--- config.mk ---
export PLATFORM = sky130hd
export DESIGN_NAME = jk_sync_counter
export DESIGN_NICKNAME = d
export VERILOG_FILES = /design/src/rtl/jk_pkg.sv /design/src/rtl/jk_ff_cell.sv /design/src/rtl/jk_sync_counter.sv
export SDC_FILE = /design/constraint.sdc
export NUM_CORES = 1
export LEC_CHECK = 0
export CAP_MARGIN = 20
export CORE_ASPECT_RATIO = 1.4
export CORE_MARGIN = 8
export CORE_UTILIZATION = 44
export CTS_CLUSTER_SIZE = 8
export DETAILED_ROUTE_END_ITERATION = 12
export GPL_ROUTABILITY_DRIVEN = 0
export HOLD_SLACK_MARGIN = 0.02
export PLACE_DENSITY = 0.76
export SYNTH_ARGS = -nofsm -noshare
export SYNTH_HDL_FRONTEND = slang
export SYNTH_HIERARCHICAL = 1
export SYNTH_SLANG_ARGS = --single-unit
--- constraint.sdc ---
create_clock -name clk -period 2.2 [get_ports clk]
set_input_delay 0.66 -clock clk [delete_from_list [all_inputs] [get_ports clk]]
set_output_delay 0.66 -clock clk [all_outputs]
set_load 0.02 [all_outputs]
--- src/rtl/jk_pkg.sv ---
// Shared definitions for the JK-flip-flop based counter family: the JK
// command encoding and the helper that derives a cell's J/K pair from the
// bit's current and desired next value.
package jk_pkg;

    typedef enum logic [1:0] {
        JK_HOLD   = 2'b00,
        JK_RESET  = 2'b01,
        JK_SET    = 2'b10,
        JK_TOGGLE = 2'b11
    } jk_cmd_e;

    // Returns {J,K}. Only the set, reset and hold codes can come out of this,
    // so a cell is never driven through the toggle code.
    function automatic logic [1:0] jk_drive(input logic cur, input logic nxt);
        return {nxt & ~cur, ~nxt & cur};
    endfunction

endpackage

--- src/rtl/jk_ff_cell.sv ---
// Single edge-triggered JK flip-flop with asynchronous active-low clear.
// This is the storage primitive for each bit of the counter.
module jk_ff_cell
    import jk_pkg::*;
(
    input  logic clk,
    input  logic rst_n,
    input  logic j,
    input  logic k,
    output logic q,
    output logic q_n
);

    // Apply the JK command on each rising edge; clear whenever reset is low.
    always_ff @(posedge clk or negedge rst_n) begin
        if (!rst_n) begin
            q <= 1'b0;
        end else begin
            case ({j, k})
                JK_HOLD:  q <= q;
                JK_RESET: q <= 1'b0;
                JK_SET:   q <= 1'b1;
                default:  q <= ~q;
            endcase
        end
    end

    assign q_n = ~q;

endmodule

--- src/rtl/jk_sync_counter.sv ---
// Synchronous modulo-MODULUS up/down counter. The count lives in WIDTH
// JK cells; this module computes the next count (load > count > hold),
// converts it into per-cell J/K commands, and produces the terminal-count
// flag and the registered wrap pulse.
module jk_sync_counter
    import jk_pkg::*;
#(
    parameter int WIDTH   = 4,
    parameter int MODULUS = 10
) (
    input  logic             clk,
    input  logic             rst_n,
    input  logic             en,
    input  logic             up,
    input  logic             load,
    input  logic [WIDTH-1:0] load_val,
    output logic [WIDTH-1:0] count,
    output logic [WIDTH-1:0] count_n,
    output logic             tc,
    output logic             wrap_pulse
);

    // Refuse to elaborate with an unusable width/modulus combination.
    if (WIDTH < 1 || WIDTH > 16) begin : g_bad_width
        $error("jk_sync_counter: WIDTH must be in 1..16");
    end
    if (MODULUS < 2 || MODULUS > (1 << WIDTH)) begin : g_bad_modulus
        $error("jk_sync_counter: MODULUS must be in 2..2**WIDTH");
    end

    localparam logic [WIDTH-1:0] MAX_COUNT = WIDTH'(MODULUS - 1);
    localparam logic [WIDTH:0]   MOD_EXT   = (WIDTH+1)'(MODULUS);

    logic [WIDTH:0]   count_ext;
    logic [WIDTH:0]   sum;
    logic [WIDTH:0]   diff;
    logic [WIDTH:0]   load_ext;
    logic [WIDTH-1:0] load_clamped;
    logic [WIDTH-1:0] nxt;
    logic             wrap_nxt;
    logic [WIDTH-1:0] j_vec;
    logic [WIDTH-1:0] k_vec;

    // One extra bit so that reaching MODULUS going up and borrowing below
    // zero going down are both visible without any special cases.
    assign count_ext    = {1'b0, count};
    assign sum          = count_ext + (WIDTH+1)'(1);
    assign diff         = count_ext - (WIDTH+1)'(1);
    assign load_ext     = {1'b0, load_val};
    assign load_clamped = (load_ext >= MOD_EXT) ? MAX_COUNT : load_val;

    // Next-count selection: load beats enable, and enable with the count at
    // the end of the range in the current direction wraps around.
    always_comb begin
        nxt      = count;
        wrap_nxt = 1'b0;
        if (load) begin
            nxt = load_clamped;
        end else if (en) begin
            if (up) begin
                if (sum == MOD_EXT) begin
                    nxt      = '0;
                    wrap_nxt = 1'b1;
                end else begin
                    nxt = sum[WIDTH-1:0];
                end
            end else begin
                if (diff[WIDTH]) begin
                    nxt      = MAX_COUNT;
                    wrap_nxt = 1'b1;
                end else begin
                    nxt = diff[WIDTH-1:0];
                end
            end
        end
    end

    // One JK cell per bit, driven with set/reset/hold toward the next count.
    for (genvar i = 0; i < WIDTH; i++) begin : g_cell
        assign {j_vec[i], k_vec[i]} = jk_drive(count[i], nxt[i]);

        jk_ff_cell u_cell (
            .clk   (clk),
            .rst_n (rst_n),
            .j     (j_vec[i]),
            .k     (k_vec[i]),
            .q     (count[i]),
            .q_n   (count_n[i])
        );
    end

    assign tc = up ? (count == MAX_COUNT) : (count == '0);

    // Wrap pulse lines up with the wrapped count, so it is registered here.
    always_ff @(posedge clk or negedge rst_n) begin
        if (!rst_n) begin
            wrap_pulse <= 1'b0;
        end else begin
            wrap_pulse <= wrap_nxt;
        end
    end

endmodule

==> results of run 1 <==
[flip-flops by register name, indices dropped and copies added (netlist names)]
register	count
g_cell.u_cell/q	4
wrap_pulse	1
[cell usage after synthesis, drive strengths merged, types with 2 or more instances]
library cell  number  area (um^2)
a21oi              6         33.8
a41o               2         20.0
buf                4         38.8
dfrtp              5          125
ha                12          150
inv               16         60.1
nand2             13         48.8
nand3              4         25.0
nand3b             2         15.0
nand4b             2         17.5
nor2               5         18.8
nor2b              9         56.3
o21ai              4         20.0
o31a               2         17.5
o31ai              5         62.6
[metrics by stage]
| stage | std cells | TNS, ns | hold slack, ns | instance area (um^2) | power, mW |
|---|---|---|---|---|---|
| after floorplan | 105 | -0.0224 | 0.364 | 847 | 0.978 |
| after global placement | 167 | -1.96 | 0.682 | 1220 | 1.42 |
| after detailed placement | 167 | -2.27 | 0.687 | 1220 | 1.46 |
| after CTS | 172 | 0 | 0.652 | 1300 | 1.63 |
| after global routing | 175 | -0.216 | 0.656 | 1410 | 1.96 |
| final | 175 | -0.00725 | 0.648 | 1410 | 1.83 |
[cells by family after synthesis]
group | synth area share
adder cells (fa/ha/maj) | 0.183
AND/OR/NAND/NOR | 0.280
flip-flops | 0.152
AO/OA/AOI/OAI | 0.265
buffers and inverters | 0.120
[routing by layer]
layer,vias up,part of all wire,global-route usage
met1,483,0.34,0.128
met4,0,0.029,0.0617
li1,460,-,-
met5,-,0,0
met3,6,0.044,0.0396
met2,37,0.59,0.286
[final timing paths]
path	from	endpoint	slack (ns)	cells after the start
max in group asynchronous	rst_n	g_cell[0].u_cell/q$_DFFE_PN0P_	1.33	1
worst min register to register	g_cell[3].u_cell/q$_DFFE_PN0P_	g_cell[3].u_cell/q$_DFFE_PN0P_	0.76	3
worst min-delay path	rst_n	wrap_pulse$_DFF_PN0_	0.65	1
worst max-delay path	up	g_cell[2].u_cell/q$_DFFE_PN0P_	-0.007	10
min in group clk	g_cell[3].u_cell/q$_DFFE_PN0P_	g_cell[3].u_cell/q$_DFFE_PN0P_	0.76	3
worst max register to register	g_cell[0].u_cell/q$_DFFE_PN0P_	g_cell[3].u_cell/q$_DFFE_PN0P_	0.01	10
[what timing repair did]
item                                    in CTS  in global routing
setup buffers                                1                  3
pin swaps                                   11                 11
gates resized for setup                     25                 19
endpoints found under the setup margin       6                  6
[placed cells by master (no fill, tap or decap), drive strengths merged]
master and count:
nand3 4, a41o 2, a21oi 6, buf 33
dlymetal6s2s 3, o21ai 4, nand2 13, ha 12
nor3b 1, o21a 1, a21o 1, a211oi 1
nand3b 2, nor2b 9, nor4b 1, nand2b 1
o21bai 1, dfrtp 5, and3 1, and2b 1
inv 16, o31ai 5, a31oi 1, o31a 2
nand4b 2, nand4 1, a22oi 1, and2 1
clkbuf 4, dlygate4sd2 5, clkdlybuf4s50 9, a2bb2o 1
nor2 5
[report_power, final]
group / internal, mW / leakage (nW) / switching (mW)
logic: 0.770 / 0.579 / 0.736
clock network: 0.0686 / 0.0150 / 0.0381
registers: 0.136 / 0.0603 / 0.0801
[area by class of cell]
cell class,instances,area (um^2)
clock buffers,4,26.3
fillers,108,343
inverters,16,65.1
multi-input cells,80,746
flip-flops and latches,5,128
well taps,20,25.0
repair buffers,50,424
==> impl_metrics.toml, run 1 <==
[critical_path]
critPathLaunchType = "input pin"
worst-setup-path-type = "in2reg"
crit_family = "buffers and inverters"
cp.arrival_ns = 2.36
cp_slowest_cell = "ha_1"
crit_path_end_kind = "flop"
crit_fanout = 10
cp.required_ns = 2.35
path_cells = "dlygate4sd2_1, buf_6, nor2b_2, a22oi_1, o21a_1, nor2_2, inv_1, ha_1, nor2b_1, o31ai_2"
path_buf_inv = 3
max_stage_delay_ns = 0.29

[floorplan]
io_pins = 19
die_y_um = 67.1
fp-row-count = 18
start_util = 0.468
die_w_um = 52.5
dieArea_um2 = 3530
core-area_um2 = 1760

[sta]
clock_skew_ns = 0.00166
max_slew.worst_pin.slew_ns = 0.404
relSlewSlack = 0.730
period_share = 1.00
rsz0062_at_grt = "true"
setup_viol = 1
fin_ws_ns = -0.00725
final.min_clock_period_ns = 2.21
hold_violations = 0
fmax_mhz = 453
drv_slew = 0

[grt]
antenna_found_initial = 0
grt_pass1_vias = 980
grt_max_degree = 12
grt_remaining_overflow = 0
grt_usage = 0.144
grt_pass1_wl_um = 4020

[place]
port_buffers = 18
place_hpwl_um = 1890
post-place-ws_ns = -0.506

[power_and_ir_drop]
leakage_nw = 0.654
ir_drop_uv = 878
powerDensity_nw_per_um2 = 1290

[logic_synthesis]
yosysWarnings = 6
seq_area_frac_synth = 0.152
synthDistinctLibCells = 33
synth_nets = 126
synthCells = 105
synth_edf_count = 0
syn_area_per_cell_um2 = 7.83
async_reset_ff_frac = 1.00
ys.flop_type = "dfrtp_1"
synth_seq_cells = 5
synth_area_um2 = 822

[final_layout]
drive_above_1_share = 0.465
final_core_util = 0.805
antenna_cells = 0
layout.nets = 177
area_growth_pct = 72.0

[drt]
antenna_left = 0
drc = 0
wirelength_um = 2890
dr.pass1.iters = 4
routedWlPerCell_um = 16.5
dr.first_iter.drc_count = 29
vias_per_cell = 5.63
vias = 986

[clocking]
root_buffer = "clkbuf_4"
clk_pin_slew_ns = 0.04
clock_latency_ns = 0.24
cts.sinks = 5
cts-hold-fix-buffers = 0
numCtsBuffers = 3
clk_path_buf_depth = 2
cts_tree = "built"
cts_max_level = 1

[outcome]
violations = "negative setup slack"
status = "finished with violations"

[worst_hold_path]
hp-class = "in2async"

[run]
drv_cap = 0
(Power assumes the default switching activity.)
==> run 2: changes to the inputs <==
--- a/config.mk
+++ b/config.mk
@@ -14,6 +14,8 @@
 export GPL_ROUTABILITY_DRIVEN = 0
 export HOLD_SLACK_MARGIN = 0.02
 export PLACE_DENSITY = 0.76
+export RECOVER_POWER = 50
+export SKIP_CTS_REPAIR_TIMING = 1
 export SYNTH_ARGS = -nofsm -noshare
 export SYNTH_HDL_FRONTEND = slang
 export SYNTH_HIERARCHICAL = 1
==> run 2 against run 1 <==
  * The run now ends clean
  * Fmax increased by 2.4%
  * Final cell count decreased by 0.57%
  * Sequential cell count unchanged
  * Critical path type is now reg2out
  * Critical path depth down 4
  * Highest routed layer unchanged
  * Die area stayed put
  * Largest power group unchanged
==> impl_metrics.toml, run 2 (synthesized netlist as in run 1, its figures left out) <==
[final_layout]
seq_area_um2 = 129
layout.nets = 176
area_growth_pct = 71.7
regMostFlops = "g_cell.u_cell/q"
multiInputGateArea_um2 = 748
largestRegisters = "g_cell.u_cell/q (4), wrap_pulse (1)"
mostFrequentLayoutCell = "buf_4"
final_cell_mix = "buf_4 (29), inv_1 (11), nand2_1 (11)"
largest_reg_flops = 4
antenna_cells = 0
final_core_util = 0.803
drive_above_1_share = 0.461
nFillCells = 114

[critical_path]
r2r-end = "g_cell[3].u_cell/q$_DFFE_PN0P_"
cp.arrival_ns = 1.49
crit_fanout = 5
worst-setup-path-type = "reg2out"
r2r-start = "g_cell[0].u_cell/q$_DFFE_PN0P_"
rr_worst_depth = 10
ff2ff_setup_slack_ns = 0.05
cp.required_ns = 1.54
critPathLaunchType = "flop"
crit_path_end_kind = "output port"

[sta]
setup_viol = 0
max_slew.worst_pin.slew_ns = 0.335
period_share = 0.979
clock_skew_ns = 0.00131
drv_slew = 0
final.min_clock_period_ns = 2.15
fmax_mhz = 464
rsz0062_at_grt = "true"
relSlewSlack = 0.774
hold_violations = 0

[drt]
dr.pass1.iters = 4
antenna_left = 0
dr.first_iter.drc_count = 22
drc = 0
routedWlPerCell_um = 15.1
wirelength_um = 2620
vias = 939
vias_per_cell = 5.40

[grt]
antenna_found_initial = 0
grt_max_degree = 12
grt_pass1_wl_um = 3730
grt_usage = 0.132
grt_remaining_overflow = 0
grt_pass1_vias = 922

[power_and_ir_drop]
pwr-share-seq = 0.122
leakage_nw = 0.672
combPwrFrac = 0.819
sw_frac_of_total = 0.467
internal_power_mw = 0.961
ir_drop_uv = 895
powerDensity_nw_per_um2 = 1280
total_power_mw = 1.80
p_switching_mw = 0.842
clkPwrFrac = 0.059

[clocking]
cts_tree = "built"
clk_pin_slew_ns = 0.04
cts_max_level = 1
clock_latency_ns = 0.24
numCtsBuffers = 3
cts.sinks = 5
root_buffer = "clkbuf_4"
clk_path_buf_depth = 2

[run]
drv_cap = 0

[outcome]
status = "complete, no violations"

[floorplan]
fp-row-count = 18
die_w_um = 52.5
io_pins = 19
start_util = 0.468
core-area_um2 = 1760
dieArea_um2 = 3530
die_y_um = 67.1

[place]
port_buffers = 18
place_hpwl_um = 1890

[worst_hold_path]
hp-class = "in2async"
-- run 2: changes by cell type in the layout (fill, tap and decap cells not counted), sizes merged --
cell	change
clkdlybuf4s50	-2
clkbuf	+3
dlymetal6s2s	+3
dlygate4sd3	+2
dlygate4sd2	-5
buf	-2
-- run 2: worst max-delay path, stage by stage (launching register included) --
cell and delay, ns:
dfrtp_2 0.45, inv_4 0.07, ha_1 0.19, nor3b_2 0.14
a31oi_1 0.16, nor2_1 0.08, clkbuf_2 0.16
-- run 2: metal layers --
metal  global-route usage  vias up  routed length [um]
met1                0.124      453                 965
met2                0.269       27                1510
li1                     -      457                   -
met5                    0        -                   0
met4               0.0325        0                  29
met3               0.0286        2                 114
-- run 2: worst max path at each step --
stage                                              start                             end  slack, ns  cells after the start
after floorplan           g_cell[1].u_cell/q$_DFFE_PN0P_  g_cell[3].u_cell/q$_DFFE_PN0P_      -0.02                     11
after detailed placement                              up                              tc      -0.51                      5
after global placement                                up                              tc      -0.49                      5
final                     g_cell[0].u_cell/q$_DFFE_PN0P_                              tc       0.05                      6
after global routing      g_cell[0].u_cell/q$_DFFE_PN0P_  g_cell[1].u_cell/q$_DFFE_PN0P_      -0.03                      9
after CTS                                             up                              tc      -0.50                      5
-- run 2: area by class of cell --
cell class	instances	area share
inverters	16	0.0461
repair buffers	49	0.296
flip-flops and latches	5	0.0913
multi-input cells	80	0.530
well taps	20	0.0177
clock buffers	4	0.0186
-- run 2: stage by stage --
| stage | hold WS, ns | instances | instance area [um^2] | worst slack, ns | setup TNS (ns) |
|---|---|---|---|---|---|
| CTS | 0.652 | 171 | 1250 | -0.502 | -1.36 |
| global placement | 0.682 | 167 | 1220 | -0.493 | -1.96 |
| floorplan | 0.364 | 105 | 847 | -0.0224 | -0.0224 |
| finish | 0.720 | 174 | 1410 | 0.0454 | 0 |
| global route | 0.727 | 174 | 1410 | -0.0349 | -0.0671 |
| detailed placement | 0.687 | 167 | 1220 | -0.506 | -2.27 |
-- run 2: power by group through the flow --
| stage | Sequential [mW] | Clock (mW) | Combinational, mW |
|---|---|---|---|
| 2_1_floorplan | 0.247 | 0 | 0.731 |
| 3_3_place_gp | 0.204 | 0 | 1.21 |
| 3_5_place_dp | 0.206 | 0 | 1.25 |
| 4_1_cts | 0.204 | 0.109 | 1.26 |
| 5_1_grt | 0.227 | 0.114 | 1.60 |
| 6_report | 0.220 | 0.106 | 1.48 |
==> run 3: changes to the inputs <==
--- a/config.mk
+++ b/config.mk
@@ -6,15 +6,15 @@
 export NUM_CORES = 1
 export LEC_CHECK = 0
 export CAP_MARGIN = 20
-export CORE_ASPECT_RATIO = 1.4
 export CORE_MARGIN = 8
-export CORE_UTILIZATION = 44
+export CORE_UTILIZATION = 46
+export CTS_BUF_LIST = sky130_fd_sc_hd__clkbuf_8
 export CTS_CLUSTER_SIZE = 8
 export DETAILED_ROUTE_END_ITERATION = 12
-export GPL_ROUTABILITY_DRIVEN = 0
 export HOLD_SLACK_MARGIN = 0.02
-export PLACE_DENSITY = 0.76
+export PLACE_DENSITY = 0.79
 export RECOVER_POWER = 50
+export REMOVE_ABC_BUFFERS = 1
 export SKIP_CTS_REPAIR_TIMING = 1
 export SYNTH_ARGS = -nofsm -noshare
 export SYNTH_HDL_FRONTEND = slang
==> run 3 against run 2 <==
  * The run now ends with negative setup slack left
  * Via count rose by 3.5%
  * Worst hold slack got worse by 0.022 ns
  * Non-clock buffer count rose by 3
  * Largest cell class unchanged
  * Largest power group unchanged
  * Highest routed layer unchanged
==> impl_metrics.toml, run 3 (synthesized netlist as in run 1, its figures left out) <==
[drt]
vias = 972
routedWlPerCell_um = 15.2
drc = 0
antenna_left = 0
dr.pass1.iters = 4
vias_per_cell = 5.34
dr.first_iter.drc_count = 34
wirelength_um = 2770

[grt]
grt_remaining_overflow = 0
grt_max_degree = 15
antenna_found_initial = 0
grt_pass1_vias = 955
grt_usage = 0.150
grt_pass1_wl_um = 4130

[outcome]
status = "finished with violations"
violations = "negative setup slack"

[worst_hold_path]
whs_path_depth = 3
hold_path_startpoint = "g_cell[0].u_cell/q$_DFFE_PN0P_"
min_to = "g_cell[0].u_cell/q$_DFFE_PN0P_"
hp-class = "reg2reg"

[floorplan]
io_pins = 19
fp-row-count = 15
start_util = 0.481
die_w_um = 58.3
die_y_um = 58.3
dieArea_um2 = 3400
core-area_um2 = 1710

[clocking]
numCtsBuffers = 3
clk_pin_slew_ns = 0.04
root_buffer = "clkbuf_8"
clock_latency_ns = 0.22
clk_path_buf_depth = 2
cts.sinks = 5
cts_tree = "built"
cts_max_level = 1

[final_layout]
multiInputGateArea_um2 = 668
regMostFlops = "g_cell.u_cell/q"
final_cell_mix = "buf_4 (28), inv_1 (15), nand2_1 (11)"
largest_reg_flops = 4
drive_above_1_share = 0.401
largestRegisters = "g_cell.u_cell/q (4), wrap_pulse (1)"
antenna_cells = 0
area_growth_pct = 70.0
nFillCells = 106
seq_area_um2 = 126
final_core_util = 0.818
layout.nets = 179
mostFrequentLayoutCell = "buf_4"
fin_cells = 182
stdcell_area_um2 = 1400

[power_and_ir_drop]
total_power_mw = 1.82
ir_drop_uv = 647
p_switching_mw = 0.808
leakage_nw = 0.700
sw_frac_of_total = 0.445
combPwrFrac = 0.788
internal_power_mw = 1.01
pwr-share-seq = 0.119
powerDensity_nw_per_um2 = 1300
clkPwrFrac = 0.092

[critical_path]
critPathLaunchType = "flop"
ff2ff_setup_slack_ns = -0.03
cp.arrival_ns = 2.36
cp.required_ns = 2.33
r2r-start = "g_cell[0].u_cell/q$_DFFE_PN0P_"
crit_path_end_kind = "flop"
rr_worst_depth = 10
worst-setup-path-type = "reg2reg"
crit_fanout = 4
r2r-end = "g_cell[3].u_cell/q$_DFFE_PN0P_"

[sta]
fmax_mhz = 448
final.min_clock_period_ns = 2.23
drv_slew = 0
clock_skew_ns = 0.00142
relSlewSlack = 0.781
hold_slack_ns = 0.698
max_slew.worst_pin.slew_ns = 0.324
hold_violations = 0
period_share = 1.01
setup_viol = 2
fin_ws_ns = -0.0316
setup_total_negative_slack_ns = -0.0604
rsz0062_at_grt = "true"

[place]
place.gp.congestion = 0.893
place_area_um2 = 1200
post-place-ws_ns = -0.559
dp.cells = 172
place_hpwl_um = 1880
port_buffers = 18

[run]
drv_cap = 0
-- run 3: worst max-delay path by stage --
stage | start | endpoint | slack, ns
6_report | g_cell[0].u_cell/q$_DFFE_PN0P_ | g_cell[3].u_cell/q$_DFFE_PN0P_ | -0.03
3_5_place_dp | up | tc | -0.56
3_3_place_gp | up | tc | -0.50
2_1_floorplan | g_cell[0].u_cell/q$_DFFE_PN0P_ | g_cell[3].u_cell/q$_DFFE_PN0P_ | -0.12
4_1_cts | up | tc | -0.57
5_1_grt | g_cell[0].u_cell/q$_DFFE_PN0P_ | g_cell[1].u_cell/q$_DFFE_PN0P_ | -0.14
-- run 3: layout make-up --
cell class,count,share of cell area
Timing Repair Buffer,52,0.334
Clock inverter,1,0.00269
Sequential cell,5,0.0904
Inverter,16,0.0430
Multi-Input combinational cell,80,0.478
Tap cell,25,0.0224
Clock buffer,3,0.0295
-- run 3: per-layer routing --
layer | up-vias | wire length (um) | global-route usage
met5 | - | 0 | 0
met4 | 0 | 63 | 0.0664
met3 | 10 | 124 | 0.0132
met2 | 37 | 1410 | 0.279
met1 | 460 | 1170 | 0.165
li1 | 465 | - | -
-- run 3: power groups by stage --
stage | clock [mW] | sequential [mW] | combinational (mW)
global placement | 0 | 0.200 | 1.18
global route | 0.179 | 0.226 | 1.56
CTS | 0.170 | 0.202 | 1.24
detailed placement | 0 | 0.203 | 1.23
finish | 0.168 | 0.216 | 1.43
floorplan | 0 | 0.280 | 0.594
-- run 3: critical path, cell delays in order, from the launching register on --
cell	delay [ns]
dfrtp_1	0.41
buf_6	0.14
buf_6	0.11
o21bai_1	0.14
a21oi_1	0.08
o31a_1	0.31
o31ai_2	0.29
inv_1	0.12
ha_4	0.29
nor2b_2	0.04
o31ai_2	0.21
